<file path="src/rtl/ascon_arbiter_if.sv">
`default_nettype none
// ============================================================================
//  Module      : ascon_arbiter_if
//  Description : Bundle between the requesters/core snoop side and the
//                ascon_arbiter. The arbiter uses the slave modport. The
//                requester/core environment uses the master modport.
//                  req        - per-requester ownership request
//                  gnt/gnt_id - one-hot grant and owner index
//                  busy       - arbiter not idle
//                  op_done    - completion pulse
//                  timeout    - watchdog abort pulse
//                  core_rst   - reset to the shared ascon_core
//                  key_*, bdi_*, bdo_*, auth_valid - snooped core handshakes
//  Revision    : 1.0 - initial release
// ============================================================================
interface ascon_arbiter_if #(
    parameter int N_REQ = 4
) ();
    localparam int c_IDW = (N_REQ > 1) ? $clog2(N_REQ) : 1;

    logic [N_REQ-1:0] req;
    logic [N_REQ-1:0] gnt;
    logic [c_IDW-1:0] gnt_id;
    logic             busy;
    logic             op_done;
    logic             timeout;
    logic             core_rst;
    logic             key_valid;
    logic             key_ready;
    logic             bdi_valid;
    logic             bdi_ready;
    logic             bdo_valid;
    logic             bdo_ready;
    logic             bdo_eot;
    logic [3:0]       bdo_type;
    logic             auth_valid;

    modport master (
        output req, key_valid, key_ready, bdi_valid, bdi_ready,
               bdo_valid, bdo_ready, bdo_eot, bdo_type, auth_valid,
        input  gnt, gnt_id, busy, op_done, timeout, core_rst
    );

    modport slave (
        input  req, key_valid, key_ready, bdi_valid, bdi_ready,
               bdo_valid, bdo_ready, bdo_eot, bdo_type, auth_valid,
        output gnt, gnt_id, busy, op_done, timeout, core_rst
    );
endinterface
`default_nettype wire

</file>
<file path="src/rtl/ascon_arbiter.sv">
`default_nettype none
// ============================================================================
//  Module      : ascon_arbiter
//  Description : Round-robin arbiter that hands one ascon_core to one of
//                N_REQ requesters at a time. Ownership ends on a tag/hash
//                output beat, on an auth_valid rising edge, when the owner
//                withdraws before its first handshake, or on a watchdog
//                abort (which then holds core_rst for FLUSH_CYC cycles).
//  Ports       : clk, rst (sync, active-high)
//                bus (ascon_arbiter_if.slave) - requests, grants, status
//                pulses, core_rst and the snooped core handshakes
//  Revision    : 1.0 - initial release
// ============================================================================
module ascon_arbiter #(
    parameter int         N_REQ       = 4,
    parameter int         TIMEOUT_CYC = 1024,
    parameter int         FLUSH_CYC   = 2,
    // Output segment types that terminate an operation (config_core.vh)
    parameter logic [3:0] D_TAG       = 4'd4,
    parameter logic [3:0] D_HASH      = 4'd5
) (
    input  wire logic      clk,
    input  wire logic      rst,
    ascon_arbiter_if.slave bus
);
    localparam int c_IDW = (N_REQ > 1) ? $clog2(N_REQ) : 1;
    localparam int c_SW  = c_IDW + 1;
    localparam int c_WDW = (TIMEOUT_CYC > 1) ? $clog2(TIMEOUT_CYC) : 1;
    localparam int c_FLW = (FLUSH_CYC > 1) ? $clog2(FLUSH_CYC) : 1;

    localparam logic [c_IDW-1:0] c_LAST_RST = c_IDW'(N_REQ - 1);
    localparam logic [c_WDW-1:0] c_WD_LIMIT = c_WDW'(TIMEOUT_CYC - 1);
    localparam logic [c_FLW-1:0] c_FL_LAST  = c_FLW'(FLUSH_CYC - 1);
    localparam logic [c_SW-1:0]  c_NREQ     = c_SW'(N_REQ);
    localparam logic [N_REQ-1:0] c_ONE      = N_REQ'(1);

    typedef enum logic [1:0] {
        S_IDLE   = 2'd0,
        S_GRANT  = 2'd1,
        S_ACTIVE = 2'd2,
        S_FLUSH  = 2'd3
    } state_t;

    state_t           r_state;
    state_t           w_state_nxt;
    logic [N_REQ-1:0] r_gnt;
    logic [N_REQ-1:0] w_gnt_nxt;
    logic [c_IDW-1:0] r_gnt_id;
    logic [c_IDW-1:0] w_gnt_id_nxt;
    logic [c_IDW-1:0] r_last_owner;
    logic [c_IDW-1:0] w_last_nxt;
    logic [c_WDW-1:0] r_wdog;
    logic [c_WDW-1:0] w_wdog_nxt;
    logic [c_FLW-1:0] r_flush_cnt;
    logic [c_FLW-1:0] w_flush_nxt;
    logic             r_auth_prev;
    logic             w_op_done;
    logic             w_timeout;

    // ------------------------------------------------------------------
    // Snooped handshakes
    // ------------------------------------------------------------------
    logic w_key_hs;
    logic w_bdi_hs;
    logic w_bdo_hs;
    logic w_any_hs;
    logic w_start_hs;
    logic w_final_beat;
    logic w_auth_rise;
    logic w_complete;
    logic w_wd_expired;

    assign w_key_hs     = bus.key_valid & bus.key_ready;
    assign w_bdi_hs     = bus.bdi_valid & bus.bdi_ready;
    assign w_bdo_hs     = bus.bdo_valid & bus.bdo_ready;
    assign w_any_hs     = w_key_hs | w_bdi_hs | w_bdo_hs;
    assign w_start_hs   = w_key_hs | w_bdi_hs;
    assign w_final_beat = w_bdo_hs & bus.bdo_eot &
                          ((bus.bdo_type == D_TAG) | (bus.bdo_type == D_HASH));
    // r_auth_prev follows auth_valid every cycle, so a level that is already
    // high when a new owner is granted never looks like a fresh edge.
    assign w_auth_rise  = bus.auth_valid & ~r_auth_prev;
    assign w_complete   = w_final_beat | w_auth_rise;
    // Current cycle is the TIMEOUT_CYC-th consecutive one without a handshake.
    assign w_wd_expired = (r_wdog == c_WD_LIMIT) & ~w_any_hs;

    // ------------------------------------------------------------------
    // Round-robin pick: first set req bit after the last owner
    // ------------------------------------------------------------------
    logic             w_found;
    logic [c_IDW-1:0] w_sel;
    logic [c_SW-1:0]  w_sum;

    always_comb begin
        w_found = 1'b0;
        w_sel   = '0;
        w_sum   = '0;
        for (int i = 1; i <= N_REQ; i++) begin
            w_sum = {1'b0, r_last_owner} + c_SW'(i);
            if (w_sum >= c_NREQ) begin
                w_sum = w_sum - c_NREQ;
            end
            if (!w_found && bus.req[w_sum[c_IDW-1:0]]) begin
                w_found = 1'b1;
                w_sel   = w_sum[c_IDW-1:0];
            end
        end
    end

    // ------------------------------------------------------------------
    // Next-state and outputs
    // ------------------------------------------------------------------
    always_comb begin
        w_state_nxt  = r_state;
        w_gnt_nxt    = r_gnt;
        w_gnt_id_nxt = r_gnt_id;
        w_last_nxt   = r_last_owner;
        w_wdog_nxt   = r_wdog;
        w_flush_nxt  = r_flush_cnt;
        w_op_done    = 1'b0;
        w_timeout    = 1'b0;

        case (r_state)
            S_IDLE: begin
                w_wdog_nxt = '0;
                if (w_found) begin
                    w_state_nxt  = S_GRANT;
                    w_gnt_nxt    = c_ONE << w_sel;
                    w_gnt_id_nxt = w_sel;
                end
            end

            S_GRANT: begin
                w_wdog_nxt = w_any_hs ? '0 : r_wdog + 1'b1;
                if (w_start_hs) begin
                    w_state_nxt = S_ACTIVE;
                end else if (!bus.req[r_gnt_id]) begin
                    w_state_nxt = S_IDLE;
                    w_gnt_nxt   = '0;
                    w_last_nxt  = r_gnt_id;
                end else if (w_wd_expired) begin
                    w_timeout   = 1'b1;
                    w_state_nxt = S_FLUSH;
                    w_gnt_nxt   = '0;
                    w_last_nxt  = r_gnt_id;
                    w_flush_nxt = '0;
                end
            end

            S_ACTIVE: begin
                w_wdog_nxt = w_any_hs ? '0 : r_wdog + 1'b1;
                // Completion is checked first so it wins over a same-cycle expiry.
                if (w_complete) begin
                    w_op_done   = 1'b1;
                    w_state_nxt = S_IDLE;
                    w_gnt_nxt   = '0;
                    w_last_nxt  = r_gnt_id;
                end else if (w_wd_expired) begin
                    w_timeout   = 1'b1;
                    w_state_nxt = S_FLUSH;
                    w_gnt_nxt   = '0;
                    w_last_nxt  = r_gnt_id;
                    w_flush_nxt = '0;
                end
            end

            S_FLUSH: begin
                w_gnt_nxt = '0;
                if (r_flush_cnt == c_FL_LAST) begin
                    w_state_nxt = S_IDLE;
                end else begin
                    w_flush_nxt = r_flush_cnt + 1'b1;
                end
            end

            default: begin
                w_state_nxt = S_IDLE;
                w_gnt_nxt   = '0;
            end
        endcase
    end

    // ------------------------------------------------------------------
    // Registers
    // ------------------------------------------------------------------
    always_ff @(posedge clk) begin
        if (rst) begin
            r_state <= S_IDLE;
        end else begin
            r_state <= w_state_nxt;
        end
    end

    always_ff @(posedge clk) begin
        if (rst) begin
            r_gnt        <= '0;
            r_gnt_id     <= '0;
            r_last_owner <= c_LAST_RST;
            r_wdog       <= '0;
            r_flush_cnt  <= '0;
            r_auth_prev  <= 1'b0;
        end else begin
            r_gnt        <= w_gnt_nxt;
            r_gnt_id     <= w_gnt_id_nxt;
            r_last_owner <= w_last_nxt;
            r_wdog       <= w_wdog_nxt;
            r_flush_cnt  <= w_flush_nxt;
            r_auth_prev  <= bus.auth_valid;
        end
    end

    // A reset in the middle of an operation aborts silently.
    assign bus.gnt      = r_gnt;
    assign bus.gnt_id   = r_gnt_id;
    assign bus.busy     = (r_state != S_IDLE);
    assign bus.op_done  = w_op_done & ~rst;
    assign bus.timeout  = w_timeout & ~rst;
    assign bus.core_rst = rst | (r_state == S_FLUSH);

endmodule
`default_nettype wire

</file>
<file path="src/flat_wrapper.sv">
// flat-port wrapper written by rule: the top's interface ports become plain ports
module ascon_arbiter_flat 
#(
    parameter int         N_REQ       = 4,
    parameter int         TIMEOUT_CYC = 1024,
    parameter int         FLUSH_CYC   = 2,
                                                                        
    parameter logic [3:0] D_TAG       = 4'd4,
    parameter logic [3:0] D_HASH      = 4'd5
)
  (clk, rst, bus_req, bus_key_valid, bus_key_ready, bus_bdi_valid, bus_bdi_ready, bus_bdo_valid, bus_bdo_ready, bus_bdo_eot, bus_bdo_type, bus_auth_valid, bus_gnt, bus_gnt_id, bus_busy, bus_op_done, bus_timeout, bus_core_rst);
  ascon_arbiter_if #(.N_REQ(N_REQ)) bus_i ();
  input  wire logic clk;
  input  wire logic rst;
  input wire logic [$bits(bus_i.req)-1:0] bus_req;
  input wire logic [$bits(bus_i.key_valid)-1:0] bus_key_valid;
  input wire logic [$bits(bus_i.key_ready)-1:0] bus_key_ready;
  input wire logic [$bits(bus_i.bdi_valid)-1:0] bus_bdi_valid;
  input wire logic [$bits(bus_i.bdi_ready)-1:0] bus_bdi_ready;
  input wire logic [$bits(bus_i.bdo_valid)-1:0] bus_bdo_valid;
  input wire logic [$bits(bus_i.bdo_ready)-1:0] bus_bdo_ready;
  input wire logic [$bits(bus_i.bdo_eot)-1:0] bus_bdo_eot;
  input wire logic [$bits(bus_i.bdo_type)-1:0] bus_bdo_type;
  input wire logic [$bits(bus_i.auth_valid)-1:0] bus_auth_valid;
  output wire logic [$bits(bus_i.gnt)-1:0] bus_gnt;
  output wire logic [$bits(bus_i.gnt_id)-1:0] bus_gnt_id;
  output wire logic [$bits(bus_i.busy)-1:0] bus_busy;
  output wire logic [$bits(bus_i.op_done)-1:0] bus_op_done;
  output wire logic [$bits(bus_i.timeout)-1:0] bus_timeout;
  output wire logic [$bits(bus_i.core_rst)-1:0] bus_core_rst;
  assign bus_i.req = bus_req;
  assign bus_i.key_valid = bus_key_valid;
  assign bus_i.key_ready = bus_key_ready;
  assign bus_i.bdi_valid = bus_bdi_valid;
  assign bus_i.bdi_ready = bus_bdi_ready;
  assign bus_i.bdo_valid = bus_bdo_valid;
  assign bus_i.bdo_ready = bus_bdo_ready;
  assign bus_i.bdo_eot = bus_bdo_eot;
  assign bus_i.bdo_type = bus_bdo_type;
  assign bus_i.auth_valid = bus_auth_valid;
  assign bus_gnt = bus_i.gnt;
  assign bus_gnt_id = bus_i.gnt_id;
  assign bus_busy = bus_i.busy;
  assign bus_op_done = bus_i.op_done;
  assign bus_timeout = bus_i.timeout;
  assign bus_core_rst = bus_i.core_rst;
  ascon_arbiter #(.N_REQ(N_REQ), .TIMEOUT_CYC(TIMEOUT_CYC), .FLUSH_CYC(FLUSH_CYC), .D_TAG(D_TAG), .D_HASH(D_HASH)) u_core (.clk(clk), .rst(rst), .bus(bus_i));
endmodule
</file>
<file path="config.mk">
export PLATFORM = sky130hd
export DESIGN_NAME = ascon_arbiter_flat
export DESIGN_NICKNAME = d
export VERILOG_FILES = /design/src/rtl/ascon_arbiter_if.sv /design/src/rtl/ascon_arbiter.sv /design/src/flat_wrapper.sv
export SDC_FILE = /design/constraint.sdc
export NUM_CORES = 1
export LEC_CHECK = 0
export BUFFER_PORTS_ARGS = -buffer_cell sky130_fd_sc_hd__buf_4
export CAP_MARGIN = 5
export CORE_MARGIN = 1.5
export CORE_UTILIZATION = 58
export CTS_CLUSTER_DIAMETER = 100
export DETAILED_ROUTE_END_ITERATION = 10
export GPL_ROUTABILITY_DRIVEN = 1
export GPL_TIMING_DRIVEN = 0
export MAX_ROUTING_LAYER = met4
export PLACE_DENSITY = 0.84
export SLEW_MARGIN = 5
export SYNTH_ARGS = -nofsm -noshare
export SYNTH_HDL_FRONTEND = slang
export SYNTH_SLANG_ARGS = --single-unit
</file>
<file path="constraint.sdc">
create_clock -name clk -period 4.3 [get_ports clk]
set_input_delay 0.43 -clock clk [delete_from_list [all_inputs] [get_ports clk]]
set_output_delay 0.43 -clock clk [all_outputs]
set_load 0.1 [all_outputs]
</file>
==> metrics.txt, run 1 <==
status complete, no violations; Worst R2R Setup Slack approximately 2.4 ns; WL final 3330 um; pre-CTS WS 1.95 ns; hold_sp bus_auth_valid; layout cells sized above 1 0.181; cts bufs inserted 3; DRC viols 0; Hold Path End u_core.r_auth_prev$_SDFF_PP0_; Resize count post-CTS 0; critical path arrival roughly 2.1 ns; Clock Path Buffers 2; CTS tree built; DR top layer met4; Core ar. about 2200 um2; clock-pin slew on the worst setup and hold paths 0.14 ns; first-pass GRT wire length 5660 um; Ys Warns 0; sw power 0.000249 W; vias 1318; Clock Sink Count 22; final worst path period share 0.586; DRT met1 WL about 1500 um; Setup crit start kind flip-flop; FF+latch count, synth 22; critical path class flip-flop to output port; Avg WL per Cell 15.0 um; post-route setup TNS 0 ns; P per Cell Area 394 nW/um2; Synth top cells by count 22 x dfxtp_1, 17 x nand2_1, 15 x nor2_1; combinational power share 0.371; final core utilization 0.736; most instantiated library cell after synthesis dfxtp_1; Buf/Inv on CP 2; final setup fails 0; WP data required 3.87 ns; switching part of the total power 0.388; # Post-CTS Setup Buffers 0; Final min period 2.52 ns; Overall Global Routing Usage 0.292; Max-cap violations 0; Tot Pwr 0.000642 W; worst IR drop on VDD 0.457 mV; Max Fclk a little under 400 MHz; hold slack final 0.326 ns; worst slew pin tran 0.639 ns; drt pass-1 iters 4; RSZ-0062 raised after global routing false; Synth top area share 0.327; pin count of the biggest net entering global routing 14; Layout Nets 218; initial antenna violation count 0; Mean Syn Cell Area 8.22 um2; crit-path cells and3_1, clkbuf_1, nand4b_1, nor4b_2, buf_4; CP max stage cell dfxtp_1; Primary FF master, synth dfxtp_1; Leak 0.646 nW; count of input and output buffers 25; Slew HR 0.574; num rows 17; Hold Crit Class input port to flip-flop; Clock Root Buffer clkbuf_4; area grow syn2layout 20.9%; Initial Util 0.609; main area contributors after synthesis dfxtp_1 33%, ha_1 5.6%, a21oi_1 5.2%; FF-to-FF End u_core.r_flush_cnt$_SDFFE_PP0P_; Synth async-reset ratio 0; Ports 28; cell internal pwr around 0.00039 W; Antenna Violating Nets Remaining 0; gpl congestion 0.886; setup ws final around 1.8 ns; critical path's top delay family simple AND/OR/NAND/NOR gates; Synth Instances 164; Final HPWL DP around 2500 um; crit path capture type output port; metal2 WL around 1700 um; cell taking the most area after synthesis dfxtp_1; Vias/cell 5.96; Hold Path Stages 2; clock share of power 0.254; hold_buf cts 0; met3 wire length 131 um; Die Y 51.2 um; Die X 51.2 um; Cell variety after synth 47; Hold Violations, Final 0; number of flops mapped to enable cells by yosys 0; vias in the first global route roughly 1300; Reg power frac 0.375; area of the die 2620 um2; CP Max Fanout 7; CP peak stage delay 0.41 ns; worst reg2reg startpoint u_core.r_state[0]$_SDFFE_PP0P_; Synthesized Nets 188; Synth Cell Area approximately 1300 um2; clk_lat worst skew 0.32 ns; clock skew 0.0129 ns; FF-to-FF path depth 6; register area share after synthesis 0.327; H-tree depth 1; Slew Viols, Final 0; Ant. Diodes 0; DRC marker count from the first detailed-route iteration 67; GR Overflow Total 0
## worst register-to-register path, delay by kind of cell (launching register included)
kind                       cells  cell delay (ns)
and+or+nand+nor                2             0.71
DFF                            1             0.46
buffers and inverters          2             0.27
adders and majority gates      1             0.27
AOI/OAI and AO/OA              1             0.13
## placed cells by master, fill, tap and decap left out, drive strengths merged, types with 6 or more instances in the layout
cell type / count
nor2: 15
buf: 25
nand2b: 9
ha: 6
o21ai: 6
dfxtp: 22
clkbuf: 8
nand2: 18
nor2b: 6
a21oi: 14
## metrics by stage
stage,cell area (um2),instances
final,1630,221
after global routing,1630,221
after CTS,1630,221
after detailed placement,1580,217
after global placement,1580,217
after floorplan,1350,164
## how the worst max path moves through the flow
| stage | end | start | slack (ns) | cells past startpoint |
|---|---|---|---|---|
| after CTS | bus_timeout | u_core.r_wdog[2]$_SDFFE_PP0P_ | 1.82 | 5 |
| final | bus_timeout | u_core.r_wdog[2]$_SDFFE_PP0P_ | 1.78 | 5 |
| after detailed placement | bus_timeout | bus_key_valid | 1.95 | 6 |
| after global routing | bus_timeout | u_core.r_wdog[2]$_SDFFE_PP0P_ | 1.65 | 5 |
| after floorplan | bus_timeout | u_core.bus.gnt_id[0]$_SDFFE_PP0P_ | 0.44 | 4 |
| after global placement | bus_timeout | bus_key_valid | 1.97 | 6 |
## power by group through the flow
stage | Clock, W | Combinational (W) | Sequential (W)
global route | 0.000171 | 0.000253 | 0.000244
global placement | 0 | 0.000231 | 0.000243
detailed placement | 0 | 0.000235 | 0.000245
floorplan | 0 | 0.000124 | 0.000299
finish | 0.000163 | 0.000238 | 0.000241
CTS | 0.000164 | 0.000236 | 0.000240
## layout make-up
type	instances	area, um2
buffer	5	18.8
multi-input combinational	133	880
inverter	4	15.0
clock buffer	3	22.5
timing repair buffer	25	188
clock inverter	1	30.0
tap	28	35.0
fill	177	583
sequential	22	440
## state kept, by name, summed over array words and instances, names as in the netlist
name                 flops
u_core.bus.gnt_id        2
u_core.bus.gnt           4
u_core.r_flush_cnt       1
u_core.r_wdog           10
u_core.r_auth_prev       1
u_core.r_last_owner      2
u_core.r_state           2
## kinds of logic (layout without fill, tap and decap cells)
| group | after synthesis | after routing | synth area share |
|---|---|---|---|
| fa+ha+maj | 6 | 6 | 0.0557 |
| compound gates | 42 | 42 | 0.210 |
| xor+xnor | 7 | 7 | 0.0455 |
| simple gates | 75 | 75 | 0.305 |
| flops | 22 | 22 | 0.327 |
| buf+inv | 9 | 38 | 0.0251 |
| mux | 3 | 3 | 0.0325 |
## per-layer routing
layer	global-route usage	up-vias
met5	-	-
met3	0.0789	4
met4	0.0811	0
li1	-	653
met2	0.504	33
met1	0.332	628
Note: power is estimated with default switching activity, not from simulation.
==> run 2, diff against run 1 <==
--- a/config.mk
+++ b/config.mk
@@ -8,13 +8,13 @@
 export BUFFER_PORTS_ARGS = -buffer_cell sky130_fd_sc_hd__buf_4
 export CAP_MARGIN = 5
 export CORE_MARGIN = 1.5
-export CORE_UTILIZATION = 58
+export CORE_UTILIZATION = 48
 export CTS_CLUSTER_DIAMETER = 100
 export DETAILED_ROUTE_END_ITERATION = 10
 export GPL_ROUTABILITY_DRIVEN = 1
 export GPL_TIMING_DRIVEN = 0
 export MAX_ROUTING_LAYER = met4
-export PLACE_DENSITY = 0.84
+export PLACE_DENSITY = 0.74
 export SLEW_MARGIN = 5
 export SYNTH_ARGS = -nofsm -noshare
 export SYNTH_HDL_FRONTEND = slang
==> constraint.sdc (replaced) <==
create_clock -name clk -period 2.2 [get_ports clk]
set_input_delay 0.22 -clock clk [delete_from_list [all_inputs] [get_ports clk]]
set_output_delay 0.22 -clock clk [all_outputs]
set_load 0.1 [all_outputs]
==> run 2 against run 1 <==
Net effect: cell count is 1.4% higher; register-to-register slack lost 2.0 ns; first-iteration DRC count is 60% lower; critical path type unchanged; critical endpoint unchanged; wire length down 3.2%; non-clock buffer count stayed put; power grew 88%.
==> metrics.txt, run 2 (synthesis results as in run 1) <==
status complete, no violations; setup ws final 0.0848 ns; Tot Pwr 0.00120 W; vias in the first global route 1296; cts bufs inserted 3; P per Cell Area 722 nW/um2; layout cells sized above 1 0.238; Leak approximately 0.66 nW; Top reg by flops u_core.r_wdog; worst slew pin tran a little over 0.6 ns; Ant. Diodes 0; Design Area, Final around 1700 um2; Slew Viols, Final 0; GR Overflow Total 0; pre-CTS WS about 0.15 ns; count of input and output buffers 25; Slew HR 0.589; clock skew approximately 0.0019 ns; hold_buf cts 0; critical path arrival between 1.5 and 2 ns; Clock Sink Count 22; max FFs per register 10; area of the die 3130 um2; CP Max Fanout 5; DRC marker count from the first detailed-route iteration 27; Antenna Violating Nets Remaining 0; Final min period 2.12 ns; H-tree depth 1; Overall Global Routing Usage 0.228; final setup fails 0; WL final ~3200 um; worst reg2reg startpoint u_core.r_state[1]$_SDFFE_PP0P_; Clock Path Buffers 2; num rows 19; drt pass-1 iters 4; first-pass GRT wire length about 5600 um; clock-pin slew on the worst setup and hold paths 0.12 ns; area grow syn2layout 23.9%; Max Fclk 473 MHz; initial antenna violation count 0; CTS tree built; Core ar. 2710 um2; Clock Root Buffer clkbuf_4; Hold Violations, Final 0; worst IR drop on VDD roughly 0.57 mV; gpl congestion approximately 0.86; critical path class flip-flop to output port; Initial Util 0.497; Filler Cells Inserted 251; Max-cap violations 0; Final HPWL DP 2500 um; Layout Nets 218; Ports 28; most common cell after layout, fill and taps aside buf_4; DRC viols 0; Die X around 56 um; hold slack final ~0.14 ns; Hold Crit Class input port to flip-flop; pin count of the biggest net entering global routing 14; Placement Cell Area 1600 um2; vias 1320; Critical Path Start u_core.r_state[0]$_SDFFE_PP0P_; WP data required between 1.5 and 2 ns; clk_lat worst skew 0.31 ns; hold_sp bus_auth_valid; Die Y 56.0 um; Vias/cell 5.89; Avg WL per Cell 14.4 um; Setup crit start kind flip-flop; crit path capture type output port; most frequent cells in the layout 26 x buf_4, 18 x dfxtp_1, 17 x nand2_1; final worst path period share 0.961
## run 2: layout make-up
| type | count | area [um2] | share of cell area |
|---|---|---|---|
| Clock buffer | 4 | 47.5 | 0.0285 |
| Tap cell | 31 | 38.8 | 0.0232 |
| Inverter | 4 | 15.0 | 0.00900 |
| Multi-Input combinational cell | 133 | 900 | 0.539 |
| Timing Repair Buffer | 27 | 206 | 0.124 |
| Buffer | 3 | 11.3 | 0.00675 |
| Sequential cell | 22 | 450 | 0.270 |
## run 2: metrics by stage
step | util | setup TNS [ns] | std cells
6_report | 0.616 | 0 | 224
3_3_place_gp | 0.590 | 0 | 220
4_1_cts | 0.610 | 0 | 224
5_1_grt | 0.616 | -0.00666 | 224
2_1_floorplan | - | -0.187 | 164
3_5_place_dp | 0.590 | 0 | 220
## run 2: worst paths after layout
path / end / slack, ns / cells past startpoint
setup / recovery: bus_timeout / 0.08 / 6
hold / removal: u_core.r_auth_prev$_SDFF_PP0_ / 0.14 / 2
setup reg to reg: u_core.r_wdog[7]$_SDFFE_PP0P_ / 0.43 / 5
hold reg to reg: u_core.r_flush_cnt$_SDFFE_PP0P_ / 0.47 / 2
## run 2: metal layers
metal | vias up | track usage | wire, um
li1 | 651 | - | -
met1 | 627 | 0.286 | 1480
met2 | 34 | 0.373 | 1540
met3 | 8 | 0.0326 | 152
met4 | 0 | 0.0850 | 46
met5 | - | - | 0
## run 2: worst max-delay path, stage by stage, from the launching register on
cell and delay [ns]:
dfxtp_1 0.38, inv_1 0.11, ha_2 0.22, o211ai_1 0.16, and2_1 0.21, nor4b_4 0.24, buf_6 0.26
## run 2: power breakdown
part	leakage (nW)	internal [W]	switching, W
registers	0.181	0.000433	0.0000404
clock network	0.0261	0.000139	0.000126
logic	0.451	0.000155	0.000312
## run 2: what timing repair did
item	4_1_cts	5_1_grt
gates resized for setup	1	6
buffers inserted	1	1
gates cloned	0	0
pin swaps	1	1
setup endpoints to repair	1	2
==> run 3, diff against run 2 <==
--- a/config.mk
+++ b/config.mk
@@ -5,12 +5,12 @@
 export SDC_FILE = /design/constraint.sdc
 export NUM_CORES = 1
 export LEC_CHECK = 0
-export BUFFER_PORTS_ARGS = -buffer_cell sky130_fd_sc_hd__buf_4
 export CAP_MARGIN = 5
 export CORE_MARGIN = 1.5
-export CORE_UTILIZATION = 48
+export CORE_UTILIZATION = 56
 export CTS_CLUSTER_DIAMETER = 100
 export DETAILED_ROUTE_END_ITERATION = 10
+export DONT_BUFFER_PORTS = 1
 export GPL_ROUTABILITY_DRIVEN = 1
 export GPL_TIMING_DRIVEN = 0
 export MAX_ROUTING_LAYER = met4
==> run 3 against run 2 <==
Net effect: the run now ends with negative setup slack left; wire length is 9.9% lower; worst hold slack lost 0.091 ns; cell count is 12% lower; clock power down 28%; global-route usage rose by 1.5 points; critical path type unchanged; largest cell class unchanged.
==> metrics.txt, run 3 (synthesis results as in run 1) <==
Final HPWL DP 2250 um; Buf/Inv on CP 0; Top reg by flops u_core.r_wdog; DRC marker count from the first detailed-route iteration 30; max FFs per register 10; Placement Cell Area 1410 um2; CP Max Fanout 7; clock skew 0.00355 ns; Ports 28; vias 1195; Design Area, Final 1470 um2; critical path's top delay family simple AND/OR/NAND/NOR gates; gpl congestion between 0.9 and 1; Die X 52.1 um; worst IR drop on VDD about 0.45 mV; Final min period around 2.7 ns; worst slew pin tran 1.31 ns; Worst R2R Setup Slack 0.12 ns; hold_buf cts 0; crit path to bus_timeout; P per Cell Area 740 nW/um2; crit-path cells mux4_2, nand2_2, and2_4, nor4b_4; post-route setup TNS -0.533 ns; setup ws final -0.533 ns; RSZ-0062 raised after global routing true; Slew HR 0.121; critical path class flip-flop to output port; Hold Violations, Final 0; Post-Layout Cell Count 197; initial antenna violation count 0; critical path arrival between 2 and 3 ns; CTS tree built; Initial Util 0.603; count of input and output buffers 0; hold_sp bus_auth_valid; Clock Root Buffer clkbuf_4; Layout Nets 194; FF-to-FF End u_core.r_state[1]$_SDFFE_PP0P_; area of the die 2710 um2; cts bufs inserted 3; CP peak stage delay 1.06 ns; Vias/cell around 6; Setup crit start kind flip-flop; Overall Global Routing Usage 0.243; final setup fails 1; Max Fclk 366 MHz; Avg WL per Cell roughly 15 um; DRC viols 0; Hold Crit Class input port to flip-flop; drt pass-1 iters 4; clk_lat worst skew 0.30 ns; clock-pin slew on the worst setup and hold paths 0.12 ns; most common cell after layout, fill and taps aside dfxtp_1; final worst path period share 1.24; status finished, violations left; Max-cap violations 0; Critical Path Start u_core.bus.gnt_id[0]$_SDFFE_PP0P_; Leak ~0.53 nW; Core ar. between 2000 and 2500 um2; dpl cells 192; Antenna Violating Nets Remaining 0; layout cells sized above 1 0.130; first-pass GRT wire length 4840 um; worst reg2reg startpoint u_core.r_state[1]$_SDFFE_PP0P_; crit path capture type output port; Slew Viols, Final 0; H-tree depth 1; Crit path depth 4; most frequent cells in the layout 18 x dfxtp_1, 16 x nand2_1, 15 x nor2_1; FF-to-FF path depth 6; failing checks negative setup slack; WL final 2900 um; num rows 17; Die Y roughly 52 um; Clock Path Buffers 2; WP data required 1.98 ns; Ant. Diodes 0; GR Overflow Total 0; vias in the first global route about 1100; CP max stage cell nor4b_4; pin count of the biggest net entering global routing 13; area grow syn2layout 9.01%; Clock Sink Count 22
-- run 3: worst min-delay path by stage --
stage                                          to  slack (ns)  depth (start not counted)
global placement    u_core.r_auth_prev$_SDFF_PP0_        0.36                          1
floorplan           u_core.r_auth_prev$_SDFF_PP0_        0.35                          1
global route        u_core.r_auth_prev$_SDFF_PP0_        0.04                          1
finish              u_core.r_auth_prev$_SDFF_PP0_        0.05                          1
CTS                 u_core.r_auth_prev$_SDFF_PP0_        0.05                          1
detailed placement  u_core.r_auth_prev$_SDFF_PP0_        0.37                          1
-- run 3: per-layer routing --
| metal | part of all wire | global-route usage | wire [um] |
|---|---|---|---|
| met5 | 0 | - | 0 |
| met1 | 0.44 | 0.284 | 1290 |
| met2 | 0.52 | 0.416 | 1510 |
| met3 | 0.026 | 0.0460 | 74 |
| met4 | 0.012 | 0.0833 | 34 |
-- run 3: report_power, final --
| part | total, W | leakage (nW) | internal [W] | switching, W |
|---|---|---|---|---|
| Clock | 0.000190 | 0.0150 | 0.0000707 | 0.000120 |
| Sequential | 0.000589 | 0.181 | 0.000433 | 0.000156 |
| Combinational | 0.000308 | 0.331 | 0.000124 | 0.000184 |
| Total | 0.00109 | 0.527 | 0.000627 | 0.000460 |
-- run 3: timing repair --
action / CTS / global route
buffers inserted: 2 / 1
endpoints found under the hold margin: 0 / 0
gates resized for setup: 3 / 6
pin swaps: 2 / 2
endpoints found under the setup margin: 2 / 3
-- run 3: through the flow --
stage / power [W] / hold WS (ns) / setup slack (ns) / utilization
2_1_floorplan: 0.000833 / 0.348 / -0.187 / -
3_5_place_dp: 0.000886 / 0.373 / -0.285 / 0.630
4_1_cts: 0.00108 / 0.0499 / -0.588 / 0.652
6_report: 0.00109 / 0.0478 / -0.533 / 0.658
5_1_grt: 0.00115 / 0.0448 / -0.618 / 0.658
3_3_place_gp: 0.000878 / 0.357 / -0.276 / 0.630
-- run 3: final cells by class --
cell class	count	area (um2)
buffer	3	11.3
clock buffer	4	26.3
fill	192	764
inverter	4	18.8
multi-input combinational	133	905
sequential	22	450
tap	28	35.0
timing repair buffer	3	22.5
-- run 3: worst register-to-register path: stages (launching register included) --
cell	delay, ns
dfxtp_1	0.36
inv_1	0.12
ha_1	0.37
clkinvlp_4	0.54
and2_1	0.33
a21oi_1	0.15
a21oi_1	0.09
